`config.mk`:
```
export PLATFORM = sky130hd
export DESIGN_NAME = vespa_int_controller
export DESIGN_NICKNAME = d
export VERILOG_FILES = /design/src/rtl/vespa_int_pkg.sv /design/src/rtl/vespa_int_prio_enc.sv /design/src/rtl/vespa_int_controller.sv
export SDC_FILE = /design/constraint.sdc
export NUM_CORES = 1
export LEC_CHECK = 0
export CAP_MARGIN = 20
export CORE_MARGIN = 3
export CORE_UTILIZATION = 42
export CTS_CLUSTER_DIAMETER = 30
export CTS_CLUSTER_SIZE = 20
export DETAILED_ROUTE_END_ITERATION = 10
export GPL_ROUTABILITY_DRIVEN = 1
export PLACE_DENSITY = 0.85
export SYNTH_ARGS = -nofsm -noshare
export SYNTH_HDL_FRONTEND = slang
export SYNTH_HIERARCHICAL = 1
export SYNTH_SLANG_ARGS = --single-unit
```
`constraint.sdc`:
```
create_clock -name clk -period 1.9 [get_ports clk]
set_input_delay 0.38 -clock clk [delete_from_list [all_inputs] [get_ports clk]]
set_output_delay 0.38 -clock clk [all_outputs]
set_load 0.02 [all_outputs]
```
`src/rtl/vespa_int_pkg.sv`:
```
// Shared constants and FSM encoding for the VeSPA interrupt controller.
package vespa_int_pkg;

    localparam int VESPA_INT_NUM_SRC = 4;
    localparam int VESPA_INT_ID_W    = 2;

    typedef enum logic [1:0] {
        ST_IDLE    = 2'd0,
        ST_REQ     = 2'd1,
        ST_SERVICE = 2'd2
    } int_state_e;

endpackage

```
`src/rtl/vespa_int_prio_enc.sv`:
```
// Combinational rotating priority encoder: first set bit of elig searching base, base+1, ... (mod 4).
module vespa_int_prio_enc
    import vespa_int_pkg::*;
(
    input  logic [VESPA_INT_NUM_SRC-1:0] elig,
    input  logic [VESPA_INT_ID_W-1:0]    base,
    output logic                         valid,
    output logic [VESPA_INT_ID_W-1:0]    id
);

    // Walk from the farthest offset to the nearest so the nearest hit is written last.
    always_comb begin
        valid = 1'b0;
        id    = base;
        for (int k = VESPA_INT_NUM_SRC - 1; k >= 0; k--) begin
            if (elig[base + 2'(k)]) begin
                valid = 1'b1;
                id    = base + 2'(k);
            end
        end
    end

endmodule

```
`src/rtl/vespa_int_controller.sv`:
```
// Four-source interrupt scheduler driving the VeSPA request/attended/complete handshake.
// Fixed priority (source 0 highest) by default; VESPA_INT_ROTATE_PRIO_EN selects round-robin.
module vespa_int_controller
    import vespa_int_pkg::*;
#(
    parameter int NUM_SRC   = VESPA_INT_NUM_SRC,
    parameter bit EDGE_TRIG = 1'b1
) (
    input  logic                      clk,
    input  logic                      rst,
    input  logic [NUM_SRC-1:0]        irq_src,
    input  logic                      mask_wr,
    input  logic [NUM_SRC-1:0]        mask_din,
    output logic [NUM_SRC-1:0]        mask_q,
    output logic [NUM_SRC-1:0]        pending_q,
    output logic                      int_req,
    output logic [VESPA_INT_ID_W-1:0] int_number,
    input  logic                      int_ack_attended,
    input  logic                      int_ack_complete,
    output logic                      in_service
);

    int_state_e                state_q, state_d;
    logic [NUM_SRC-1:0]        src_d_q;
    logic [NUM_SRC-1:0]        src_evt;
    logic [NUM_SRC-1:0]        mask_d, pending_d, pend_clr;
    logic [VESPA_INT_ID_W-1:0] int_number_q, int_number_d;
    logic [VESPA_INT_ID_W-1:0] prio_base;
    logic                      win_vld;
    logic [VESPA_INT_ID_W-1:0] win_id;

    generate
        if (EDGE_TRIG) begin : g_edge
            assign src_evt = irq_src & ~src_d_q;
        end else begin : g_level
            assign src_evt = irq_src;
        end
    endgenerate

`ifdef VESPA_INT_ROTATE_PRIO_EN
    logic [VESPA_INT_ID_W-1:0] ptr_q, ptr_d;
    assign prio_base = ptr_q;
`else
    assign prio_base = '0;
`endif

    vespa_int_prio_enc u_prio_enc (
        .elig  (pending_q & ~mask_q),
        .base  (prio_base),
        .valid (win_vld),
        .id    (win_id)
    );

    always_comb begin
        state_d      = state_q;
        int_number_d = int_number_q;
        pend_clr     = '0;
`ifdef VESPA_INT_ROTATE_PRIO_EN
        ptr_d        = ptr_q;
`endif
        unique case (state_q)
            ST_IDLE: begin
                if (win_vld) begin
                    state_d      = ST_REQ;
                    int_number_d = win_id;
                end
            end
            ST_REQ: begin
                if (int_ack_attended) begin
                    state_d                = ST_SERVICE;
                    pend_clr[int_number_q] = 1'b1;
`ifdef VESPA_INT_ROTATE_PRIO_EN
                    ptr_d                  = int_number_q + 2'd1;
`endif
                end
            end
            ST_SERVICE: begin
                if (int_ack_complete) begin
                    state_d = ST_IDLE;
                end
            end
            default: state_d = ST_IDLE;
        endcase
        // A fresh event on the source being cleared survives the clear.
        pending_d = (pending_q & ~pend_clr) | src_evt;
        mask_d    = mask_wr ? mask_din : mask_q;
    end

    always_ff @(posedge clk) begin
        src_d_q <= irq_src;
        if (rst) begin
            state_q      <= ST_IDLE;
            int_number_q <= '0;
            pending_q    <= '0;
            mask_q       <= '0;
`ifdef VESPA_INT_ROTATE_PRIO_EN
            ptr_q        <= '0;
`endif
        end else begin
            state_q      <= state_d;
            int_number_q <= int_number_d;
            pending_q    <= pending_d;
            mask_q       <= mask_d;
`ifdef VESPA_INT_ROTATE_PRIO_EN
            ptr_q        <= ptr_d;
`endif
        end
    end

    assign int_req    = (state_q == ST_REQ);
    assign in_service = (state_q == ST_SERVICE);
    assign int_number = int_number_q;

endmodule
```
* Yosys cells after proc, flatten, opt, wreduce, memory -nomap -nowiden
Cells that the tools add are included.
** Cells by class
- Add/sub/neg operators :: 0
- Multipliers :: 0
- Div/mod/pow operators :: 0
- $lt $le $gt $ge :: 2
- Eq/ne operators :: 5
- Shift operators :: 0
- Multiplexer cells :: 16
- Bitwise logic cells :: 7
- Reductions and logical operators :: 4
** Operators by type and width (number)
- 2-bit two-way mux :: 7
- 4-bit bitwise AND :: 3
- 4-bit NOT :: 3
- 4-bit two-way mux :: 2
- 2-bit case mux with 3 select lines :: 1
- 1-bit two-way mux :: 5
- 2-bit by 1-bit inequality test with 1-bit output, second input constant :: 2
- 4-bit bitwise OR :: 1
- 2-bit by 3-bit < comparator with 1-bit output, second input constant :: 1
- 3-bit AND reduction :: 1
- 1-bit demux with 2-bit select :: 1
- 2-bit by 1-bit equality test with 1-bit output, second input constant :: 1
- 2-bit equality test, second input constant :: 1
- 2-bit by 1-bit >= comparator with 1-bit output, second input constant :: 1
- 2-bit zero test :: 1
- 2-bit inequality test, second input constant :: 1
- 2-bit AND reduction :: 1
- 1-bit logical AND :: 1
** Word-level totals
- Flip-flop bits (word level) :: 16
- Bits in latches :: 0
- Memory bits (writable) :: 0
- Bits in read-only memories :: 0
- Input port bits :: 13
- Output and inout port bits :: 12
- Memories :: 0

* Depth between registers and ports, before layout
- Word-level depth :: 9
- Gate-level depth with buffers :: 6

* Hierarchy
The synthesis kept the hierarchy.
** Modules (own cells, without submodules)
- vespa_int_controller :: instances 1, cells each 59, area an instance 593.1 um2
- vespa_int_prio_enc :: instances 1, cells each 16, area an instance 100.1 um2

* Least setup slack after synthesis
Ideal clock, no wire load.
- Kind :: reg2reg
- Start point :: register mask_q[0]
- End point :: register int_number_q[1], in the netlist int_number[1]
- Arrival :: 1.418 ns
- Path slack :: 0.417 ns
- Stages on the path, launching flop included :: 7
- Buffers on the path :: 0
- Clock period less this slack :: 1.483 ns
- Cells stage by stage :: dfxtp_1 > nor2b_1 > and2b_2 > or4_1 > nand2_1 > mux2i_1 > nor2_1
** On the way
- Elaborated cells between the ends (all ways) :: 5
** RTL lines
- start, declared :: line vespa_int_controller.sv:14 : output logic [NUM_SRC-1:0] mask_q,
- start signal, assigned :: line vespa_int_controller.sv:103 : mask_q <= mask_d;
- 4-bit NOT :: line vespa_int_controller.sv:48 : .elig (pending_q & ~mask_q),
- 4-bit bitwise AND :: line vespa_int_controller.sv:48
- 2-bit two-way mux :: line vespa_int_prio_enc.sv:16 : if (elig[base + 2'(k)]) begin
- named net win_id[1] :: line vespa_int_controller.sv:30 : logic [VESPA_INT_ID_W-1:0] win_id;
- end signal, assigned :: line vespa_int_controller.sv:101 : int_number_q <= int_number_d;
- end, declared :: line vespa_int_controller.sv:27 : logic [VESPA_INT_ID_W-1:0] int_number_q, int_number_d;
The timed path passes the listed nets, and every way through them passes these cells.
A chain may end at the register's enable or synchronous reset.

* Worst setup path after layout
- Start point :: register state_q[1]
- End point :: output in_service
** On the way
- Longest elaborated chain between the ends :: 1
** Ends and longest elaborated chain
- start, declared :: line vespa_int_controller.sv:23 : int_state_e state_q, state_d;
- start signal, assigned :: line vespa_int_controller.sv:100 : state_q <= state_d;
- 2-bit equality test :: line vespa_int_controller.sv:111 : assign in_service = (state_q == ST_SERVICE);
- end, declared :: line vespa_int_controller.sv:20 : output logic in_service
Every way passes these cells.

==> report_table.html <==
<table>
<tr><th>Metric</th><th>Value</th></tr>
<tr><th colspan="2">Die</th></tr>
<tr><td>Overall die area</td><td>between 2000 and 2500 µm²</td></tr>
<tr><td>Height of the die</td><td>46.63 µm</td></tr>
<tr><td>Horiz. Die Dim</td><td>46.63 µm</td></tr>
<tr><td>Num rows</td><td>14</td></tr>
<tr><td>Starting density of the core</td><td>45.48%</td></tr>
<tr><td>Ports</td><td>25</td></tr>
<tr><td>Core ar.</td><td>between 1500 and 2000 µm²</td></tr>
<tr><th colspan="2">Logic synthesis</th></tr>
<tr><td>Total number of yosys warnings</td><td>6</td></tr>
<tr><td>Yosys top cell by area</td><td>dfxtp_1</td></tr>
<tr><td>Number of distinct standard cells referenced by the synthesized netlist</td><td>23</td></tr>
<tr><td>Count of state elements after synthesis</td><td>16</td></tr>
<tr><td>Mapped Area</td><td>slightly below 700 µm²</td></tr>
<tr><td>Top cell type's share of synthesized area</td><td>46.21%</td></tr>
<tr><td>Mapped Cells</td><td>75</td></tr>
<tr><td>Largest cells by area after synthesis</td><td>dfxtp_1, mux2i_1, and2b_2, nor2_1, o21ai_0</td></tr>
<tr><td>Syn_area_per_cell</td><td>9.242 µm²</td></tr>
<tr><td>Post-synthesis sequential area ratio</td><td>approximately 46%</td></tr>
<tr><th colspan="2">GRT</th></tr>
<tr><td>Initial antenna violation count</td><td>0</td></tr>
<tr><td>Remaining Overflow, GRT</td><td>0</td></tr>
<tr><td>Total GRT Usage</td><td>15.13%</td></tr>
<tr><td>Pin count of the biggest net entering global routing</td><td>13</td></tr>
<tr><td>First-pass GRT wire length</td><td>~2.3 mm</td></tr>
<tr><td>Vias in the first global route</td><td>549</td></tr>
<tr><th colspan="2">Timing</th></tr>
<tr><td>Total count of hold-check failures in the final report</td><td>0</td></tr>
<tr><td>Final setup violation count</td><td>0</td></tr>
<tr><td>Min cycle time layout</td><td>1.844 ns</td></tr>
<tr><td>Setup repair after global routing missed its margin</td><td>false</td></tr>
<tr><td>Pins Over Slew Limit</td><td>0</td></tr>
<tr><td>Setup_tns</td><td>0 ns</td></tr>
<tr><td>Top achievable clock speed</td><td>0.5422 GHz</td></tr>
<tr><td>Clock skew after layout</td><td>0.001071 ns</td></tr>
<tr><td>Fin crit share</td><td>97.07%</td></tr>
<tr><th colspan="2">Worst setup path</th></tr>
<tr><td>Startpoint type of the worst setup path</td><td>flop</td></tr>
<tr><td>Critical Setup Path Class</td><td>reg -&gt; out</td></tr>
<tr><td>Worst-path fanout max</td><td>6</td></tr>
<tr><td>Arrival time at the worst endpoint</td><td>1.46 ns</td></tr>
<tr><td>Worst Path Buf+Inv</td><td>1</td></tr>
<tr><td>Element type at the critical path end</td><td>output pin</td></tr>
<tr><td>Critical path, cell by cell</td><td>and2b_2 &gt; clkdlybuf4s50_1</td></tr>
<tr><td>Critical-path top delay cell</td><td>clkdlybuf4s50_1</td></tr>
<tr><td>Req. time, crit path</td><td>1.52 ns</td></tr>
<tr><td>Family of cells with the greatest summed delay on the critical path</td><td>buffers and inverters</td></tr>
<tr><td>Slowest stage delay, CP</td><td>0.60 ns</td></tr>
<tr><th colspan="2">Placed design</th></tr>
<tr><td>Placement-stage cell area</td><td>970.9 µm²</td></tr>
<tr><td>Port Buffer Count</td><td>24</td></tr>
<tr><td>Routability congestion estimate</td><td>0.7390</td></tr>
<tr><td>Post-DP HPWL</td><td>1.152 mm</td></tr>
<tr><th colspan="2">Drt</th></tr>
<tr><td>First-pass iteration count of the detailed router</td><td>4</td></tr>
<tr><td>Number of violations reported at the end of detailed-routing iteration 0</td><td>6</td></tr>
<tr><td>DRC Markers</td><td>0</td></tr>
<tr><td>Total vias in the final route</td><td>606</td></tr>
<tr><td>Antenna Violating Nets Remaining</td><td>0</td></tr>
<tr><td>Post-detailed-routing wire length</td><td>1.416 mm</td></tr>
<tr><td>Avg WL per Cell</td><td>11.51 µm</td></tr>
<tr><td>Vias/cell</td><td>4.927</td></tr>
<tr><th colspan="2">Finish</th></tr>
<tr><td>Ant diodes</td><td>0</td></tr>
<tr><td>Final net count</td><td>122</td></tr>
<tr><td>Most common cell after layout, fill and taps aside</td><td>clkdlybuf4s50_1</td></tr>
<tr><td>Layout cell share with drive strength beyond 1</td><td>a little under a tenth</td></tr>
<tr><td>Post-route cell area</td><td>997.2 µm²</td></tr>
<tr><td>Commonest non-fill, non-tap cells in the layout</td><td>clkdlybuf4s50_1, dfxtp_1, nor2_1</td></tr>
<tr><td>Area delta synth-&gt;final</td><td>43.86%</td></tr>
<tr><td># fillers</td><td>127</td></tr>
<tr><th colspan="2">Outcome</th></tr>
<tr><td>Run status</td><td>completed</td></tr>
<tr><th colspan="2">CTS</th></tr>
<tr><td>Clk root buf</td><td>clkbuf_4</td></tr>
<tr><td>Number of buffers on the longest clock path</td><td>2</td></tr>
<tr><td>Level count of the clock H-tree</td><td>1</td></tr>
<tr><td>Clock Pin Slew Worst Setup and Hold Paths</td><td>about 0.080 ns</td></tr>
<tr><td>TritonCTS clock tree</td><td>built</td></tr>
<tr><td>TritonCTS buffer count</td><td>3</td></tr>
<tr><td>Clock Latency Late Sink</td><td>0.28 ns</td></tr>
<tr><td>CTS sink count</td><td>16</td></tr>
<tr><th colspan="2">Pwr</th></tr>
<tr><td>Power density cells</td><td>739.4 nW/µm²</td></tr>
<tr><td>Leakage dissipation</td><td>0.4393 nW</td></tr>
<tr><td>Worst IR Drop VDD</td><td>0.4995 mV</td></tr>
<tr><th colspan="2">Hold path</th></tr>
<tr><td>HP Class</td><td>reg -&gt; reg</td></tr>
<tr><th colspan="2">Run</th></tr>
<tr><td>Max Cap Violations</td><td>0</td></tr>
</table>
-- worst register-to-register path, delay by kind of cell (launching register included) --
| kind | cells | cell delay (ns) |
|---|---|---|
| flops | 1 | 0.37 |
| simple gates | 5 | 0.86 |
| mux | 1 | 0.21 |
-- timing repair --
item,in CTS,in global routing
hold buffers,0,0
gates resized for setup,1,1
buffers inserted,0,0
endpoints found under the setup margin,1,1
-- area by class of cell --
type                    count  area [µm²]  area share [%]
multi-input cells          60       375.4           37.64
repair buffers             24       242.7           24.34
clock buffers               3       22.52           2.258
inverters                   4       15.01           1.506
well taps                  16       20.02           2.008
flip-flops and latches     16       321.6           32.25
-- routing by layer --
layer	wire, µm	share of wire, %	vias to the layer above	GRT usage, %
met3	57	4.0	4	3.516
li1	-	-	315	-
met5	0	0	-	0
met2	677	48	14	22.53
met4	33	2.3	0	8.287
met1	648	46	273	19.95
-- cell usage after synthesis --
cell type  instances
and2b_1            1
nor2_1             9
a2bb2oi_1          1
dfxtp_1           16
a21oi_1            5
nor3b_2            1
clkbuf_1           1
nand4bb_1          1
and2b_2            4
o221a_2            1
and3b_1            1
conb_1             1
nor2b_1            4
or4_1              1
nand2_1            2
a22oi_1            1
mux2i_1            7
nor3_1             2
clkbuf_2           1
nand2b_1           4
o21ai_0            6
inv_1              4
nand4b_1           1
-- worst paths after layout --
check	start	to	slack, ns	cells after the start
setup / recovery	state_q[1]$_SDFFE_PP0P_	in_service	0.06	2
hold / removal	src_d_q[0]$_DFF_P_	pending_q[0]$_SDFF_PP0_	0.48	2
setup reg to reg	pending_q[3]$_SDFF_PP0_	int_number[1]$_SDFFE_PP0P_	0.34	6
hold reg to reg	src_d_q[0]$_DFF_P_	pending_q[0]$_SDFF_PP0_	0.48	2
-- logic make-up (layout without fill, tap and decap cells) --
logic type	count (synthesis)	count (layout)	share of synthesized area [%]
DFF	16	16	46.21
other	1	8	0.5410
and+or+nand+nor	31	31	27.80
muxes	7	7	10.11
buffers and inverters	6	31	3.428
AOI/OAI and AO/OA	14	14	11.91
-- where the power goes --
part | switching [W] | internal [W] | leakage [nW]
Sequential | 0.0000218 | 0.000361 | 0.133
Clock | 0.0000932 | 0.0000735 | 0.0138
Combinational | 0.0000840 | 0.000103 | 0.292
-- flip-flops by register name (all words and copies together), names as in the netlist --
signal / count
mask_q: 4
src_d_q: 4
pending_q: 4
state_q: 2
int_number: 2
-- metrics by stage --
step                hold slack (ns)  power (W)  util [%]  instances  setup slack, ns
detailed placement           0.4753  0.0005782     63.71        120           0.3141
floorplan                    0.4077  0.0004944         -         82           0.4166
global placement             0.4712  0.0005744     63.71        120           0.3474
global route                 0.4978  0.0007780     65.44        123         0.006602
CTS                          0.4876  0.0007503     65.27        123          0.03019
finish                       0.4839  0.0007373     65.44        123          0.05565
Power figures use the tool's default switching activity.
==> patch (same flow settings) <==
The option `VESPA_INT_ROTATE_PRIO_EN` is turned on by a define.
--- a/src/rtl/vespa_int_controller.sv
+++ b/src/rtl/vespa_int_controller.sv
@@ -1,5 +1,7 @@
 // Four-source interrupt scheduler driving the VeSPA request/attended/complete handshake.
 // Fixed priority (source 0 highest) by default; VESPA_INT_ROTATE_PRIO_EN selects round-robin.
+`define VESPA_INT_ROTATE_PRIO_EN
+
 module vespa_int_controller
     import vespa_int_pkg::*;
 #(
Function: changed (a bounded check fails within 10 cycles, from zero or initial values and one cycle with rst high).
==> patch against the unedited design <==
Clock power increased by 38%; cell area is 12% higher; highest routed layer unchanged; worst setup slack gained 59 ps; sequential share of layout area grew 0.19 points; largest cell class unchanged; routed wire length is 16% higher; sequential cell count is 2 higher; synthesized area increased by 17%; power is 15% higher.
==> patch: results (changes against the unedited design) <==
* Status: complete, no violations
* Final HPWL DP at 1.24 mm (+7.5%)
* LEAKAGE at 0.503 nW (+15%)
* Hold Slack at 489 ps (+5.02 ps)
* Setup WS pre-CTS at 282 ps (-32.3 ps)
* Arr. time, crit path at 1410 ps (-50 ps)
* Clock root buffer: clkbuf_4
* Vias per inst at 4.89 (-0.71%)
* Regs by FF count: mask_q x4, pending_q x4, src_d_q x4
* GP Congestion at 0.754 (+2.0%)
* Seq/Total Area, Yosys at 0.445 (-0.0170)
* Overall Global Routing Usage at 0.143 (-0.00876)
* Share of cells above drive strength 1 at 0.0965 (+0.00303)
* Placed cell count at 135 (+13%)
* Detailed-router iteration count before antenna repair at 5 (+1)
* Cell family with most CP delay: buffers and inverters
* Worst VDD drop at 516 uV (+3.4%)
* Count of different cell masters after synthesis at 22 (-4.3%)
* Clk pwr at 0.230 mW (+38%)
* Mux cell area share after synthesis at 0.0989 (-0.00216)
* WL met2 at 797 um (+18%)
* Hold Crit Class: reg -> reg
* CTS clk-pin slew, worst paths at 100 ps (+20 ps)
* Clk_skew at 3.58 ps (+2.51 ps)
* Ranking of synthesized cells by area: dfxtp_1 (45%), mux2i_1 (9.9%), ha_1 (6.2%), a21oi_1 (4.3%), and2b_2 (4.3%)
* Final nets at 132 (+8.2%)
* Worst Setup Slack, final at 115 ps (+58.9 ps)
* Area of placed instances at 1070 um2 (+10%)
* Syn Area/Cell at 9.20 um2 (-0.47%)
* Initial antenna violation count at 0 (unchanged)
* First-pass GRT wire length at 2.66 mm (+16%)
* Detailed-route via count at 680 (+12%)
* CP max stage cell: clkdlybuf4s50_1
* Total power at 0.847 mW (+15%)
* Routed wire length at 1.64 mm (+16%)
* WL met3 at 76 um (+33%)
* Most frequent cells after synthesis: dfxtp_1 (18), nor2_1 (9), inv_1 (8), mux2i_1 (8), a21oi_1 (7)
* Worst Path Max Fanout at 5 (-1)
* Largest net degree at the start of global routing at 15 (+2)
* Worst reg2reg setup slack at 250 ps (-90 ps)
* Actual slew at the worst max-slew pin at 519 ps
* Syn Nets at 105
* PortBufs at 24 (unchanged)
* Met1 wire length at 741 um (+14%)
* Compound-gate portion of the synthesized area at 0.105 (-0.0140)
* Sequential Power Share at 0.505 (-0.015)
* Psw at 0.224 mW (+12%)
* CP max stage delay at 650 ps (+50 ps)
* Vias in the first global route at 617 (+12%)
* Initial drt markers at 8 (+2)
* Adder-Cell Fraction of Synth Area at 0.0618 (+0.0618)
* DR top layer: met4
-- patch: cell count changes after synthesis --
cell | unedited run | this run
inv_1 | 4 | 8
nand2_1 | 2 | 3
nand3_1 | 0 | 1
conb_1 | 1 | 0
nand4b_1 | 1 | 0
nand4bb_1 | 1 | 0
nand2b_1 | 4 | 5
mux2i_1 | 7 | 8
dfxtp_1 | 16 | 18
nand3b_1 | 0 | 1
a22oi_1 | 1 | 0
a21oi_1 | 5 | 7
ha_1 | 0 | 4
-- patch: cells by family after synthesis --
| group | count (synthesis) |
|---|---|
| compound gates | 15 |
| fa+ha+maj | 4 |
| buf+inv | 10 |
| flops | 18 |
| mux | 8 |
| simple gates | 33 |
-- patch: what timing repair did --
item / in CTS / in global routing
gates resized for setup: 1 / 2
pin swaps: 0 / 0
cloned: 0 / 0
endpoints found under the hold margin: 0 / 0
setup endpoints to repair: 1 / 2
-- patch: layout make-up --
cell class / instances / area, um2
fillers: 151 / 649
repair buffers: 24 / 245
clock buffers: 4 / 36.3
multi-input cells: 60 / 410
well taps: 25 / 31.3
inverters: 8 / 30.0
flip-flops and latches: 18 / 362
-- patch: final timing paths --
kind / startpoint / end / depth (start not counted)
max: int_number[1]$_SDFFE_PP0P_ / int_number[1] / 1
max reg2reg: pending_q[3]$_SDFF_PP0_ / int_number[1]$_SDFFE_PP0P_ / 6
min: src_d_q[3]$_DFF_P_ / pending_q[3]$_SDFF_PP0_ / 2
min reg2reg: src_d_q[3]$_DFF_P_ / pending_q[3]$_SDFF_PP0_ / 2
-- patch: routing by layer --
metal,track usage,vias to the layer above
li1,-,343
met1,0.172,310
met2,0.222,20
met3,0.0544,7
met4,0.0645,0
met5,0,-
